--- src/rtl/phoenix_packet_sender.sv ---
// phoenix_packet_sender: local-port packet injector for the Phoenix NoC.
// Serializes a request into header flit, size flit and payload flits, and
// drives a router input port (rx/data_in) under that port's credit signal.

`ifndef TAM_FLIT
`define TAM_FLIT 16
`endif

module phoenix_packet_sender #(
  parameter int FLIT_W = `TAM_FLIT
) (
  input  logic              clock,
  input  logic              reset,
  input  logic              req_valid,
  output logic              req_ready,
  input  logic [FLIT_W-1:0] req_target,
  input  logic [FLIT_W-1:0] req_size,
  input  logic              pl_valid,
  input  logic [FLIT_W-1:0] pl_data,
  output logic              pl_ready,
  input  logic              credit_i,
  output logic              tx,
  output logic [FLIT_W-1:0] data_out,
  output logic              busy,
  output logic              pkt_done,
  output logic              err_size
);

  typedef enum logic [1:0] {
    IDLE,
    HEADER,
    SIZE,
    PAYLOAD
  } state_t;

  state_t            r_state;
  logic [FLIT_W-1:0] r_target;
  logic [FLIT_W-1:0] r_size;
  logic [FLIT_W-1:0] r_remaining;
  logic              r_pktDone;
  logic              r_errSize;

  logic              w_reqReady;
  logic              w_plReady;
  logic              w_tx;
  logic [FLIT_W-1:0] w_dataOut;
  logic              w_accept;

  // Link-side outputs come straight from the state and the live credit/payload
  // inputs; reset forces every handshake low so an abandoned packet stops at once.
  always_comb begin
    w_reqReady = 1'b0;
    w_plReady  = 1'b0;
    w_tx       = 1'b0;
    w_dataOut  = '0;
    case (r_state)
      IDLE: begin
        w_reqReady = 1'b1;
      end
      HEADER: begin
        w_tx      = credit_i;
        w_dataOut = r_target;
      end
      SIZE: begin
        w_tx      = credit_i;
        w_dataOut = r_size;
      end
      PAYLOAD: begin
        w_plReady = credit_i;
        w_tx      = pl_valid & credit_i;
        w_dataOut = pl_data;
      end
      default: begin
        w_tx = 1'b0;
      end
    endcase
    if (reset) begin
      w_reqReady = 1'b0;
      w_plReady  = 1'b0;
      w_tx       = 1'b0;
    end
  end

  assign w_accept  = req_valid & w_reqReady;

  assign req_ready = w_reqReady;
  assign pl_ready  = w_plReady;
  assign tx        = w_tx;
  assign data_out  = w_dataOut;
  assign busy      = ~reset & (r_state != IDLE);
  assign pkt_done  = r_pktDone;
  assign err_size  = r_errSize;

  // Packet sequencer: advances only on a real flit transfer (tx high), so any
  // credit or payload stall simply holds the state and the flit on the wire.
  always_ff @(posedge clock) begin
    if (reset) begin
      r_state     <= IDLE;
      r_target    <= '0;
      r_size      <= '0;
      r_remaining <= '0;
      r_pktDone   <= 1'b0;
      r_errSize   <= 1'b0;
    end else begin
      r_pktDone <= 1'b0;
      r_errSize <= 1'b0;
      case (r_state)
        IDLE: begin
          if (w_accept) begin
            if (req_size != '0) begin
              r_target <= req_target;
              r_size   <= req_size;
              r_state  <= HEADER;
            end else begin
              r_errSize <= 1'b1;
            end
          end
        end
        HEADER: begin
          if (w_tx) begin
            r_state <= SIZE;
          end
        end
        SIZE: begin
          if (w_tx) begin
            r_remaining <= r_size;
            r_state     <= PAYLOAD;
          end
        end
        PAYLOAD: begin
          if (w_tx) begin
            if (r_remaining != '0) begin
              r_remaining <= r_remaining - FLIT_W'(1);
            end
            if (r_remaining == FLIT_W'(1)) begin
              r_state   <= IDLE;
              r_pktDone <= 1'b1;
            end
          end
        end
        default: begin
          r_state <= IDLE;
        end
      endcase
    end
  end

endmodule

--- config.mk ---
export PLATFORM = sky130hd
export DESIGN_NAME = phoenix_packet_sender
export DESIGN_NICKNAME = d
export VERILOG_FILES = /design/src/rtl/phoenix_packet_sender.sv
export SDC_FILE = /design/constraint.sdc
export NUM_CORES = 1
export LEC_CHECK = 0
export ABC_CLOCK_PERIOD_IN_PS = 2300
export CORE_AREA = 8 8 127 70
export DETAILED_ROUTE_END_ITERATION = 10
export DIE_AREA = 0 0 135 78
export PLACE_DENSITY_LB_ADDON = 0.15
export SLEW_MARGIN = 10
export SYNTH_ARGS = -nofsm -noshare
export SYNTH_HDL_FRONTEND = slang
export SYNTH_SLANG_ARGS = --single-unit
--- constraint.sdc ---
create_clock -name clock -period 2.3 [get_ports clock]
set_clock_uncertainty 0.2 [all_clocks]
set_input_delay 0.23 -clock clock [delete_from_list [all_inputs] [get_ports clock]]
set_output_delay 0.23 -clock clock [all_outputs]
set_load 0.02 [all_outputs]
==> impl_metrics.csv, run 1 <==
group,metric,value,unit
outcome,status,"complete, no violations",
cells_and_area,design_area,0.003852,mm^2
floorplan,fp.dieW,135,um
global_routing,grt.busiest_layer,"met1",
clocking,cts.sinks,52,
synth,synth_commonest_cells,"82 x nand2_1, 55 x a21oi_1, 52 x dfxtp_1",
global_routing,grt_max_degree,49,
cells_and_area,area_delta_synth_final,40.34,%
floorplan,dieArea,0.01053,mm^2
clocking,cts_buffers,5,
synth,synthFlopType,"dfxtp_1",
synth,syn_nets,422,
synth,synth_area_leaders,"dfxtp_1 38%, nand2_1 11%, a21oi_1 10%",
synth,synth_top_area_share,37.92,%
timing,hold_ws,0.01299,ns
worst_setup_path,cp-start-kind,"flop",
worst_setup_path,arrival,1.80,ns
floorplan,die_h,78,um
synth,postSynthCellCount,362,
timing,setup_violations,0,
detailed_routing,drt_iter0_markers,310,
flow_run,max_cap_violations,0,
synth,synth_warnings,0,
clocking,cts_setup_buffers,0,
timing,hold_viol,0,
synth,synth_most_common_cell,"nand2_1",
cells_and_area,diodes,0,
global_routing,grt_usage,17.02,%
power_and_ir_drop,peakVddDrop,0.3483,mV
synth,syn_area,0.002745,mm^2
timing,max_slew_margin,62.63,%
detailed_routing,drt_first_pass_iters,5,
worst_setup_path,path_class,"flop to output pin",
detailed_routing,antenna_left,0,
timing,layout_setup_ws,0.07243,ns
timing,period_share,96.85,%
global_routing,grt_overflow,0,
floorplan,initial_core_util,38.65,%
timing,period_needed,2.228,ns
power_and_ir_drop,powerDensity,700.4,mW/mm^2
synth,synthDistinctLibCells,44,
place,place_ws,-0.1359,ns
synth,synth_edf_count,0,
cells_and_area,fin_nets,496,
clocking,clockRootBuffer,"clkbuf_16",
synth,async_flop_share,0,%
timing,max_slew.worst_pin.slew,0.5554,ns
worst_setup_path,reg2reg_from,"r_state[1]",
clocking,htree_levels,2,
synth,synth_seq_cells,52,
synth,synth-seq-area-share,37.92,%
floorplan,core_area,0.007102,mm^2
cells_and_area,drive_above_1_share,13.50,%
worst_setup_path,endpoint,"data_out[5]",
power_and_ir_drop,total_power,2698,uW
hold_path,worstHoldPathType,"input pin to flop",
synth,syn_area_per_cell,7.583,um^2
place,detailed_place_hpwl,6674,um
floorplan,ios,75,
global_routing,grt_pass1_wl,14510,um
detailed_routing,viasPerCell,5.518,
global_routing,grt_util_met2,24.05,%
worst_setup_path,worstPathMaxFanout,12,
worst_setup_path,startpoint,"r_state[0]",
synth,yosysTopAreaCell,"dfxtp_1",
detailed_routing,vias,2941,
worst_setup_path,worst_r2r_path_depth,10,
global_routing,grtUsageMet1,24.29,%
timing,maxSlewViolCount,0,
global_routing,grt_pass1_vias,2784,
detailed_routing,drt_wl_total,9157,um
place,portBuffers,74,
floorplan,rows,22,
detailed_routing,drc,0,
clocking,cts_tree,"done",
timing,fmax,448.9,MHz
place,placed_cell_area,0.003701,mm^2
worst_setup_path,r2r-end,"r_remaining[6]",
clocking,clockBufferDepth,2,
worst_setup_path,worstSetupEndpointType,"output pin",
worst_setup_path,r2r_setup_slack,0.15,ns
power_and_ir_drop,power.leakage,0.001372,uW
clocking,clk_pin_slew,0.07,ns
global_routing,grt_antenna_before_repair,0,
detailed_routing,wl_per_cell,17.18,um
worst_setup_path,worst_ep_required_time,1.87,ns
global_routing,use_met3,5.398,%
clocking,clock_latency,0.29,ns
place,gp_congestion,0.8613,
==> report_power, final <==
part	switching, uW	total [uW]	internal, uW
combinational	454	810	356
sequential	61.5	1040	979
clock	336	848	513
==> placed cells by master (no fill, tap or decap), types with 2 or more instances in the layout <==
| master | n |
|---|---|
| a21oi_1 | 55 |
| a222oi_1 | 16 |
| and2_1 | 2 |
| buf_12 | 5 |
| buf_2 | 5 |
| buf_4 | 15 |
| clkbuf_16 | 5 |
| clkbuf_2 | 5 |
| clkdlybuf4s15_2 | 7 |
| clkdlybuf4s50_1 | 54 |
| dfxtp_1 | 51 |
| dlygate4sd2_1 | 2 |
| ha_1 | 4 |
| ha_2 | 3 |
| inv_1 | 6 |
| nand2_1 | 82 |
| nand2b_1 | 3 |
| nand3_1 | 4 |
| nand4_1 | 4 |
| nor2_1 | 26 |
| nor2b_1 | 8 |
| nor3_1 | 8 |
| nor4_1 | 8 |
| nor4_4 | 2 |
| o21a_1 | 3 |
| o21ai_0 | 18 |
| o21ai_1 | 6 |
| o2bb2ai_1 | 3 |
==> routing by layer <==
metal / routed length (um) / vias to the layer above
met5: 0 / -
met4: 82 / 0
met3: 803 / 12
met2: 3720 / 120
met1: 4550 / 1361
li1: - / 1448
==> worst min-delay path by stage <==
stage                        startpoint  cells after the start        endpoint
after floorplan           req_target[0]                      2     r_target[0]
after global placement     r_target[15]                      2    r_target[15]
after detailed placement   r_target[14]                      2    r_target[14]
after CTS                         reset                      2  r_remaining[2]
after global routing              reset                      2  r_remaining[2]
final                             reset                      2  r_remaining[1]
==> what timing repair did <==
action | 4_1_cts | 5_1_grt
hold buffers | 0 | 0
setup endpoints to repair | 19 | 29
endpoints found under the hold margin | 0 | 0
resized for setup | 45 | 17
pin swaps | 0 | 6
==> cell type report <==
type	count	area [um^2]
clock inverter	2	35.03
timing repair buffer	95	927.1
clock buffer	6	128.9
tap	96	120.1
sequential	52	1042
inverter	7	26.28
multi-input combinational	275	1573
fill	711	3249
==> flip-flops by register name, indices dropped and copies added (netlist names) <==
signal,flops
err_size,1
pkt_done,1
r_remaining,16
r_size,16
r_state,2
r_target,16
==> cell families (layout without fill, tap and decap cells) <==
logic type	after synthesis	in the layout	share of synthesized area (%)
AND/OR/NAND/NOR	155	155	27.35
AO/OA/AOI/OAI	111	111	25.43
flip-flops	52	52	37.92
buffers and inverters	35	110	5.333
adder cells (fa/ha/maj)	7	7	3.190
multiplexers	2	2	0.7748
==> worst max-delay path: stages (launching register included) <==
cell,delay (ns)
dfxtp_1,0.36
inv_1,0.10
ha_2,0.22
buf_12,0.15
a222oi_1,0.35
nor2_1,0.07
clkdlybuf4s15_2,0.26
==> through the flow <==
stage,std cells,utilization (%),setup TNS (ns)
6_report,533,54.25,0
5_1_grt,533,54.25,-0.003028
4_1_cts,533,54.65,0
3_5_place_dp,525,52.11,-3.263
2_1_floorplan,362,-,0
3_3_place_gp,525,52.11,-1.770
Power figures use the tool's default switching activity.
==> run 2: changes to the inputs <==
--- a/config.mk
+++ b/config.mk
@@ -7,8 +7,10 @@
 export LEC_CHECK = 0
 export ABC_CLOCK_PERIOD_IN_PS = 2300
 export CORE_AREA = 8 8 127 70
+export CTS_CLUSTER_SIZE = 40
 export DETAILED_ROUTE_END_ITERATION = 10
 export DIE_AREA = 0 0 135 78
+export GPL_TIMING_DRIVEN = 0
 export PLACE_DENSITY_LB_ADDON = 0.15
 export SLEW_MARGIN = 10
 export SYNTH_ARGS = -nofsm -noshare
==> constraint.sdc (replaced) <==
create_clock -name clock -period 2.3 [get_ports clock]
set_clock_uncertainty 0.2 [all_clocks]
set_input_delay 0.23 -clock clock [delete_from_list [all_inputs] [get_ports clock]]
set_output_delay 0.23 -clock clock [all_outputs]
set_load 0.01 [all_outputs]
==> run 2 against run 1 <==
Power grew 3.0%; final area increased by 4.9%; critical path depth is 1 higher; utilization grew 2.6 points; critical path type unchanged; sequential cell count unchanged; die area unchanged; first-iteration DRC count increased by 23%; highest routed layer unchanged; combinational power rose by 20%; largest power group unchanged; largest cell class unchanged; via count increased by 9.0%; global-route usage increased by 2.6 points; fmax decreased by 1.1%.
==> impl_metrics.csv, run 2 (same netlist as run 1, synthesis figures left out) <==
group,metric,value,unit
cells_and_area,final_cell_mix,"82 x nand2_1, 55 x a21oi_1, 55 x clkdlybuf4s50_1",
timing,period_share,97.93,%
global_routing,grt_pass1_wl,16130,um
power_and_ir_drop,peakVddDrop,0.3380,mV
place,detailed_place_hpwl,7867,um
floorplan,core_area,0.007102,mm^2
cells_and_area,final_common_cell,"nand2_1",
floorplan,initial_core_util,38.65,%
global_routing,grt_usage,19.60,%
timing,max_slew.worst_pin.slew,0.6597,ns
floorplan,die_h,78,um
cells_and_area,drive_above_1_share,17.86,%
cells_and_area,fin_nets,519,
timing,setup_violations,0,
clocking,cts_tree,"done",
cells_and_area,largestRegisters,"r_remaining (16), r_size (16), r_target (16)",
detailed_routing,viasPerCell,5.778,
clocking,clock_latency,0.30,ns
worst_setup_path,path_class,"flop to output pin",
power_and_ir_drop,powerDensity,687.8,mW/mm^2
floorplan,fp.dieW,135,um
outcome,status,"complete, no violations",
power_and_ir_drop,power.leakage,0.001474,uW
clocking,cts_hold_buf,0,
flow_run,max_cap_violations,0,
timing,period_needed,2.252,ns
timing,hold_viol,0,
timing,finalSetupTns,0,ns
worst_setup_path,cp-start-kind,"flop",
detailed_routing,vias,3207,
timing,rsz0062_at_grt,"true",
timing,layout_setup_ws,0.04757,ns
global_routing,grt_pass1_vias,2976,
detailed_routing,drt_first_pass_iters,6,
place,place_ws,-0.6390,ns
floorplan,rows,22,
place,portBuffers,73,
worst_setup_path,cp_common_cell,"clkbuf_16",
cells_and_area,diodes,0,
timing,hold_ws,0.1501,ns
clocking,htree_levels,2,
worst_setup_path,worstSetupEndpointType,"output pin",
timing,max_slew_margin,56.02,%
floorplan,dieArea,0.01053,mm^2
global_routing,grt_overflow,0,
cells_and_area,area_delta_synth_final,47.17,%
detailed_routing,drt_wl_total,10680,um
clocking,clk_pin_slew,0.07,ns
place,dp_cells,531,
worst_setup_path,slowest_delay,0.35,ns
cells_and_area,instances_no_fill,555,
timing,maxSlewViolCount,0,
worst_setup_path,arrival,1.82,ns
hold_path,worstHoldPathType,"input pin to flop",
clocking,cts.sinks,52,
detailed_routing,drt_iter0_markers,380,
floorplan,ios,75,
worst_setup_path,worst_ep_required_time,1.87,ns
detailed_routing,antenna_left,0,
clocking,cts_buffers,5,
place,gp_congestion,0.8881,
worst_setup_path,worstPathMaxFanout,7,
detailed_routing,wl_per_cell,19.24,um
worst_setup_path,path_cells,"ha_2 > buf_6 > clkbuf_16 > clkbuf_16 > a222oi_1 > nor2_1 > buf_2",
clocking,clockRootBuffer,"clkbuf_16",
clocking,clockBufferDepth,2,
global_routing,grt_antenna_before_repair,0,
worst_setup_path,cp_slowest_cell,"dfxtp_4",
timing,fmax,444.0,MHz
detailed_routing,drc,0,
global_routing,grt_max_degree,16,
run 2: cell count changes in the layout (fill, tap and decap cells not counted), sizes merged:
cell           before  now
clkdlybuf4s50      54   55
dlymetal6s2s        1    0
buf                26   39
clkinvlp            0    1
clkdlybuf4s15       7    0
bufinv              1    0
clkbuf             11   27
run 2: repair_timing:
item	CTS	global route
buffers inserted	2	13
endpoints found under the hold margin	0	0
resized for setup	99	26
pin swaps	14	12
gates cloned	0	4
setup endpoints to repair	61	52
run 2: worst max-delay path, delay by kind of cell (launching register included):
family | cells | cell delay (ns)
AOI/OAI and AO/OA | 1 | 0.29
adders and majority gates | 1 | 0.18
buffers and inverters | 4 | 0.59
DFF | 1 | 0.35
and+or+nand+nor | 1 | 0.11
run 2: layout make-up:
cell class / instances / area, um^2
Clock inverter: 2 / 12.51
Buffer: 26 / 234.0
Inverter: 7 / 27.53
Timing Repair Buffer: 92 / 833.3
Tap cell: 96 / 120.1
Multi-Input combinational cell: 275 / 1642
Sequential cell: 52 / 1046
Clock buffer: 5 / 125.1
Fill cell: 670 / 3062
run 2: metrics by stage:
step           total power, uW  utilization (%)  cell area (um^2)
3_3_place_gp              1794            50.63              3596
3_5_place_dp              1809            50.63              3596
4_1_cts                   2613            53.38              3791
6_report                  2779            56.89              4040
2_1_floorplan             1487                -              2745
5_1_grt                   2897            56.89              4040
run 2: worst paths after layout:
check / depth (start not counted) / end / slack (ns) / start
setup / recovery: 7 / data_out[8] / 0.05 / r_state[1]
hold reg to reg: 2 / r_target[15] / 0.26 / r_target[15]
setup reg to reg: 10 / r_remaining[8] / 0.05 / r_state[0]
hold / removal: 3 / r_state[1] / 0.15 / reset
run 2: per-layer routing:
metal	track usage (%)	wire length (um)	vias up
met5	0	0	-
met2	25.78	4177	170
li1	-	-	1493
met3	6.105	1125	17
met1	29.03	5229	1527
met4	6.161	145	0
run 2: power by group:
group          switching, uW  total [uW]  leakage (uW)  internal [uW]
logic                    528         975      0.000985            447
clock network            361         758     0.0000657            397
registers               64.7        1050      0.000423            981
